`config.mk`:
```
export PLATFORM = sky130hd
export DESIGN_NAME = coef_seq
export DESIGN_NICKNAME = d
export VERILOG_FILES = /design/src/rtl/coef_pkg.sv /design/src/rtl/coef_rom.sv /design/src/rtl/coef_seq.sv
export SDC_FILE = /design/constraint.sdc
export NUM_CORES = 1
export LEC_CHECK = 0
export ABC_AREA = 1
export CORE_MARGIN = 1
export CORE_UTILIZATION = 35
export DETAILED_ROUTE_END_ITERATION = 10
export GPL_TIMING_DRIVEN = 1
export PLACE_DENSITY_LB_ADDON = 0.25
export SKIP_CTS_REPAIR_TIMING = 1
export SLEW_MARGIN = 20
export SYNTH_ARGS = -nofsm -noshare
export SYNTH_HDL_FRONTEND = slang
export SYNTH_SLANG_ARGS = --single-unit
```
`constraint.sdc`:
```
create_clock -name clk -period 1.6 [get_ports clk]
set_input_delay 0.32 -clock clk [delete_from_list [all_inputs] [get_ports clk]]
set_output_delay 0.32 -clock clk [all_outputs]
set_load 0.1 [all_outputs]
```
`src/rtl/coef_pkg.sv`:
```
// coef_pkg: shared types and the table-generation function for coef_seq.
//   state_t   : sequencer states IDLE / RUN / DONE
//   mode_t    : table select, EVEN series or ODD series
//   coef_calc : elaboration-time table entry generator
package coef_pkg;

    typedef enum logic [1:0] {
        ST_IDLE = 2'd0,
        ST_RUN  = 2'd1,
        ST_DONE = 2'd2
    } state_t;

    typedef enum logic {
        MODE_EVEN = 1'b0,
        MODE_ODD  = 1'b1
    } mode_t;

    // EVEN entry k = floor(2^W / ((2k+1)(2k+2))),
    // ODD entry k  = floor(2^W / ((2k+2)(2k+3))).
    // Only ever called with constant arguments, so it folds away at elaboration.
    function automatic int coef_calc(input logic odd, input int k, input int data_w);
        int num;
        int den;
        num = 32'sd1 << data_w;
        if (odd) begin
            den = (32'sd2 * k + 32'sd2) * (32'sd2 * k + 32'sd3);
        end else begin
            den = (32'sd2 * k + 32'sd1) * (32'sd2 * k + 32'sd2);
        end
        return num / den;
    endfunction

endpackage

```
`src/rtl/coef_rom.sv`:
```
// coef_rom: combinational lookup of both coefficient tables.
//   mode : table select (EVEN / ODD)
//   idx  : term index k
//   coef : table entry for (mode, idx)
module coef_rom
    import coef_pkg::*;
#(
    parameter  int DATA_W  = 8,
    parameter  int N_TERMS = 8,
    localparam int IDX_W   = $clog2(N_TERMS)
) (
    input  mode_t              mode,
    input  logic [IDX_W-1:0]   idx,
    output logic [DATA_W-1:0]  coef
);

    // Tables are padded to a power of two so every idx value selects a
    // defined (zero) entry even when N_TERMS is not a power of two.
    localparam int DEPTH = 32'sd1 << IDX_W;

    logic [DATA_W-1:0] even_tab [DEPTH];
    logic [DATA_W-1:0] odd_tab  [DEPTH];

    for (genvar k = 0; k < DEPTH; k++) begin : g_tab
        localparam int EV = (k < N_TERMS) ? coef_calc(1'b0, k, DATA_W) : 32'sd0;
        localparam int OD = (k < N_TERMS) ? coef_calc(1'b1, k, DATA_W) : 32'sd0;
        assign even_tab[k] = DATA_W'(EV);
        assign odd_tab[k]  = DATA_W'(OD);
    end

    // Table select and index.
    always_comb begin
        if (mode == MODE_ODD) begin
            coef = odd_tab[idx];
        end else begin
            coef = even_tab[idx];
        end
    end

endmodule

```
`src/rtl/coef_seq.sv`:
```
// coef_seq: emits a burst of series coefficients over a valid/ready handshake.
//   clk, rst : clock and synchronous active-high reset
//   start    : burst request, sampled in IDLE only
//   mode     : 0 = EVEN series, 1 = ODD series (latched on accepted start)
//   len      : number of terms, clamped to N_TERMS (latched on accepted start)
//   abort    : ends any burst in progress, no done pulse
//   ready    : consumer accept
//   valid, coef, idx, last : registered beat outputs
//   busy     : state is not IDLE
//   done     : one-cycle pulse on normal completion
module coef_seq
    import coef_pkg::*;
#(
    parameter  int DATA_W  = 8,
    parameter  int N_TERMS = 8,
    localparam int IDX_W   = $clog2(N_TERMS)
) (
    input  logic               clk,
    input  logic               rst,
    input  logic               start,
    input  logic               mode,
    input  logic [IDX_W:0]     len,
    input  logic               abort,
    input  logic               ready,
    output logic               valid,
    output logic [DATA_W-1:0]  coef,
    output logic [IDX_W-1:0]   idx,
    output logic               last,
    output logic               busy,
    output logic               done
);

    localparam logic [IDX_W:0] MAX_LEN = (IDX_W + 1)'(N_TERMS);

    state_t             state_r;
    state_t             state_nxt;
    mode_t              mode_r;
    mode_t              mode_nxt;
    logic [IDX_W:0]     len_r;
    logic [IDX_W:0]     len_nxt;
    logic [IDX_W:0]     eff_len_s;
    logic [IDX_W-1:0]   idx_nxt;
    logic               valid_nxt;
    logic               last_nxt;
    logic               done_nxt;
    logic               busy_nxt;
    logic [DATA_W-1:0]  rom_coef_s;
    logic [DATA_W-1:0]  coef_nxt;

    // The ROM looks up the entry for the *next* index so coef can be
    // registered alongside idx on the same edge.
    coef_rom #(
        .DATA_W  (DATA_W),
        .N_TERMS (N_TERMS)
    ) u_rom (
        .mode (mode_nxt),
        .idx  (idx_nxt),
        .coef (rom_coef_s)
    );

    // coef only changes when a beat is being presented; otherwise it holds.
    assign coef_nxt = valid_nxt ? rom_coef_s : coef;

    // Next-state and next-output decode.
    always_comb begin
        state_nxt = state_r;
        mode_nxt  = mode_r;
        len_nxt   = len_r;
        idx_nxt   = idx;
        valid_nxt = valid;
        last_nxt  = last;
        done_nxt  = 1'b0;

        if (len > MAX_LEN) begin
            eff_len_s = MAX_LEN;
        end else begin
            eff_len_s = len;
        end

        case (state_r)
            ST_IDLE: begin
                valid_nxt = 1'b0;
                last_nxt  = 1'b0;
                if (start && !abort) begin
                    mode_nxt = mode_t'(mode);
                    len_nxt  = eff_len_s;
                    idx_nxt  = '0;
                    if (eff_len_s == (IDX_W + 1)'(0)) begin
                        // Empty burst: straight to completion, no beat.
                        state_nxt = ST_DONE;
                        done_nxt  = 1'b1;
                    end else begin
                        state_nxt = ST_RUN;
                        valid_nxt = 1'b1;
                        last_nxt  = (eff_len_s == (IDX_W + 1)'(1));
                    end
                end else begin
                    state_nxt = ST_IDLE;
                end
            end
            ST_RUN: begin
                if (abort) begin
                    state_nxt = ST_IDLE;
                    valid_nxt = 1'b0;
                    last_nxt  = 1'b0;
                end else if (valid && ready) begin
                    if (last) begin
                        state_nxt = ST_DONE;
                        valid_nxt = 1'b0;
                        last_nxt  = 1'b0;
                        done_nxt  = 1'b1;
                    end else begin
                        idx_nxt  = idx + IDX_W'(1);
                        // idx+1 == len-1, written without underflow
                        last_nxt = (({1'b0, idx} + (IDX_W + 1)'(2)) == len_r);
                    end
                end else begin
                    state_nxt = ST_RUN;
                end
            end
            ST_DONE: begin
                // done is already high this cycle; abort or not, go idle.
                state_nxt = ST_IDLE;
                valid_nxt = 1'b0;
                last_nxt  = 1'b0;
            end
            default: begin
                state_nxt = ST_IDLE;
                valid_nxt = 1'b0;
                last_nxt  = 1'b0;
            end
        endcase

        busy_nxt = (state_nxt != ST_IDLE);
    end

    // State and output registers with synchronous reset.
    always_ff @(posedge clk) begin
        if (rst) begin
            state_r <= ST_IDLE;
            mode_r  <= MODE_EVEN;
            len_r   <= '0;
            idx     <= '0;
            valid   <= 1'b0;
            last    <= 1'b0;
            done    <= 1'b0;
            busy    <= 1'b0;
            coef    <= '0;
        end else begin
            state_r <= state_nxt;
            mode_r  <= mode_nxt;
            len_r   <= len_nxt;
            idx     <= idx_nxt;
            valid   <= valid_nxt;
            last    <= last_nxt;
            done    <= done_nxt;
            busy    <= busy_nxt;
            coef    <= coef_nxt;
        end
    end

endmodule

```
==> summary.txt <==
Worst setup path
  • Critical path required time: 1.82 ns
  • Worst endpoint data arrival time: 1.77 ns
  • R2R Path End: coef[1]
  • Depth of the most critical reg-to-reg path: 11
  • CP endpoint kind: flip-flop
  • Critical path fanouts, max: 5
  • CP Capture Point: coef[1]
  • Flop2flop setup slack: 0.05 ns
  • CP Class: flip-flop to flip-flop
  • Worst Setup Start Kind: flip-flop

Pwr
  • Cell Pwr Density: 586 nW/um2
  • Worst IR drop on VDD: 0.000283 V
  • Leak: 0.892 nW

Job
  • Max cap viols: 0

Timing
  • Fin Hold WS: 0.506 ns
  • Clock Skews: 0.00537 ns
  • Final worst setup slack: 0.0527 ns
  • Period Utilization, post-route: 96.7%
  • Final worst path period need: 1.55 ns
  • Final count of pins violating max slew: 0
  • Final TNS setup: 0 ns
  • Setup violators final: 0
  • Fmax: 646 MHz
  • Final hold vios: 0

Clock tree
  • Htree depth: 1
  • Clk_lat worst skew: 0.32 ns
  • TritonCTS clock tree: done
  • CTS buffer count: 3
  • CTS clk-pin slew, worst paths: 0.12 ns
  • Clock Sinks: 21
  • Clock root buffer: clkbuf_4
  • CTS max path bufs: 2

Layout
  • Final instance count without filler cells: 264
  • Area grow syn2layout: 65.2%
  • Final core occ: 60.5%
  • Net count, final: 236
  • Fillers: 294
  • Layout cells sized above 1: 47.7%
  • Ant diodes: 0

Synth
  • Flip-flop and latch count after synthesis: 21
  • Most frequent cell after synthesis: nand2_1
  • Synth top cells by count: nand2_1 (25), dfxtp_1 (21), inv_1 (20), nor2_1 (18), nand3_1 (17)
  • Sequential area share after synthesis: 34.4%
  • Cell variety after synth: 29
  • Post-synth EDFFs: 0
  • Post-Syn Area: 1220 um2
  • Mapped Avg Cell Area: 7.36 um2
  • Gate Count Post-Synth: 166
  • Post-synth top area cell: dfxtp_1
  • Ys flop type: dfxtp_1
  • Ys Warns: 0
  • Synth top area share: 34.4%
  • Area contributors post-synth: dfxtp_1 (34%), nand2_1 (7.7%), ha_1 (7.2%), nand3_1 (7.0%), inv_1 (6.1%)
  • Ys async rst share: 0%
  • Net Count, Synth: 183

Run status
  • Outcome: complete, no violations

Route
  • Routed WL: 3270 um
  • DRC errors left: 0
  • Top Metal Used: met4
  • Drt first pass iters: 4
  • DR iter-0 viols: 52
  • Post-route ant nets: 0
  • Routed WL per cell: 12.4 um
  • Met1 Routed Length: 1280 um
  • Routed wire length on met2: 1770 um
  • Vias: 1261
  • DR vias/cell: 4.78
  • WL met3: 167 um

GRT
  • Largest net degree at the start of global routing: 17
  • Global-route wire length before repair: 5010 um
  • Vias in the first global route: 1168
  • Initial antenna violation count: 0
  • Total GRT Usage: 18.3%
  • Global route overflow: 0

Die
  • Initial Util: 36.6%
  • Height of the chip: 61.1 um
  • # rows: 21
  • Core area: 3340 um2
  • I/O pin count: 25
  • Die width: 61.1 um
  • Die ar.: 3730 um2

Hold path
  • Hold WC Path Type: flip-flop to flip-flop
  • Worst Min Path Start: coef[7]

Place
  • Post-Place Cells: 254
  • Post-place setup slack: -0.505 ns
  • DP Wirelength: 2430 um
  • Buffers on Ports: 23
  • GP Congestion: 0.830
[power by group]
part           switching [mW]  leakage (nW)  internal (mW)
combinational           0.218         0.699          0.140
clock                   0.175        0.0177         0.0937
sequential             0.0195         0.176          0.539
[metal layers]
metal | vias up | GRT usage (%)
li1 | 643 | -
met1 | 582 | 21.0
met2 | 31 | 34.0
met3 | 5 | 2.73
met4 | 0 | 6.82
met5 | - | 0
[kinds of logic after synthesis]
| kind of cell | count (synthesis) | synth area share [%] |
|---|---|---|
| compound gates | 27 | 14.3 |
| flops | 21 | 34.4 |
| buf+inv | 29 | 9.42 |
| xor+xnor | 1 | 0.717 |
| other cells | 1 | 0.307 |
| fa+ha+maj | 7 | 7.16 |
| simple gates | 80 | 33.7 |
[stage by stage]
stage                     instance area (um2)  power, mW
after floorplan                          1290      0.770
after global placement                   1870      0.908
after detailed placement                 1870      0.914
after CTS                                1900       1.17
after global routing                     2020       1.24
final                                    2020       1.18
[worst min path at each step]
stage	slack, ns	cells past startpoint	to
after detailed placement	0.48	2	len_r[1]
final	0.51	2	coef[7]
after floorplan	0.46	2	len_r[1]
after global routing	0.53	2	coef[7]
after CTS	0.51	2	len_r[0]
after global placement	0.47	2	len_r[0]
[state kept, by name, summed over array words and instances, names as in the netlist, named ones only]
register,cells
busy,1
coef,7
done,1
idx,2
last,1
len_r,4
mode_r,1
state_r,2
valid,1
[critical path: stages, from the launching register on]
cell and delay, ns:
dfxtp_4 0.37, ha_4 0.26, inv_2 0.03, nand3_2 0.05
nand3_2 0.10, nand2_4 0.12, inv_4 0.06, ha_4 0.16
inv_2 0.04, nor2_2 0.03, a21oi_1 0.15, a21oi_1 0.08
[placed cells by master, fill, tap and decap left out, types with 2 or more instances in the layout]
| cell | Yosys | final |
|---|---|---|
| buf_4 | 1 | 28 |
| nand2_1 | 25 | 21 |
| inv_1 | 20 | 16 |
| nor2_1 | 18 | 14 |
| dfxtp_1 | 21 | 14 |
| buf_12 | 0 | 14 |
| nand3_1 | 17 | 12 |
| nand2_2 | 10 | 10 |
| a21oi_1 | 9 | 9 |
| o21ai_0 | 7 | 7 |
| inv_2 | 5 | 6 |
| nand2_4 | 2 | 6 |
| clkdlybuf4s50_1 | 0 | 6 |
| nor2_2 | 2 | 5 |
| nand3_2 | 0 | 5 |
| inv_4 | 1 | 4 |
| dfxtp_4 | 0 | 4 |
| nor2_4 | 2 | 3 |
| ha_4 | 0 | 3 |
| clkbuf_4 | 0 | 3 |
| dfxtp_2 | 0 | 3 |
| dlymetal6s2s_1 | 0 | 3 |
| a22oi_1 | 2 | 2 |
| o211ai_2 | 2 | 2 |
| a21oi_2 | 2 | 2 |
| a31oi_1 | 2 | 2 |
| nand4_1 | 2 | 2 |
| ha_1 | 7 | 2 |
| ha_2 | 0 | 2 |
[layout make-up]
class	instances	area [um2]	area share [%]
Clock buffer	3	22.5	1.12
Multi-Input combinational cell	116	800	39.6
Clock inverter	1	5.00	0.248
Tap cell	46	57.6	2.85
Inverter	26	108	5.33
Sequential cell	21	439	21.7
Timing Repair Buffer	51	588	29.1
Power figures use the tool's default switching activity.
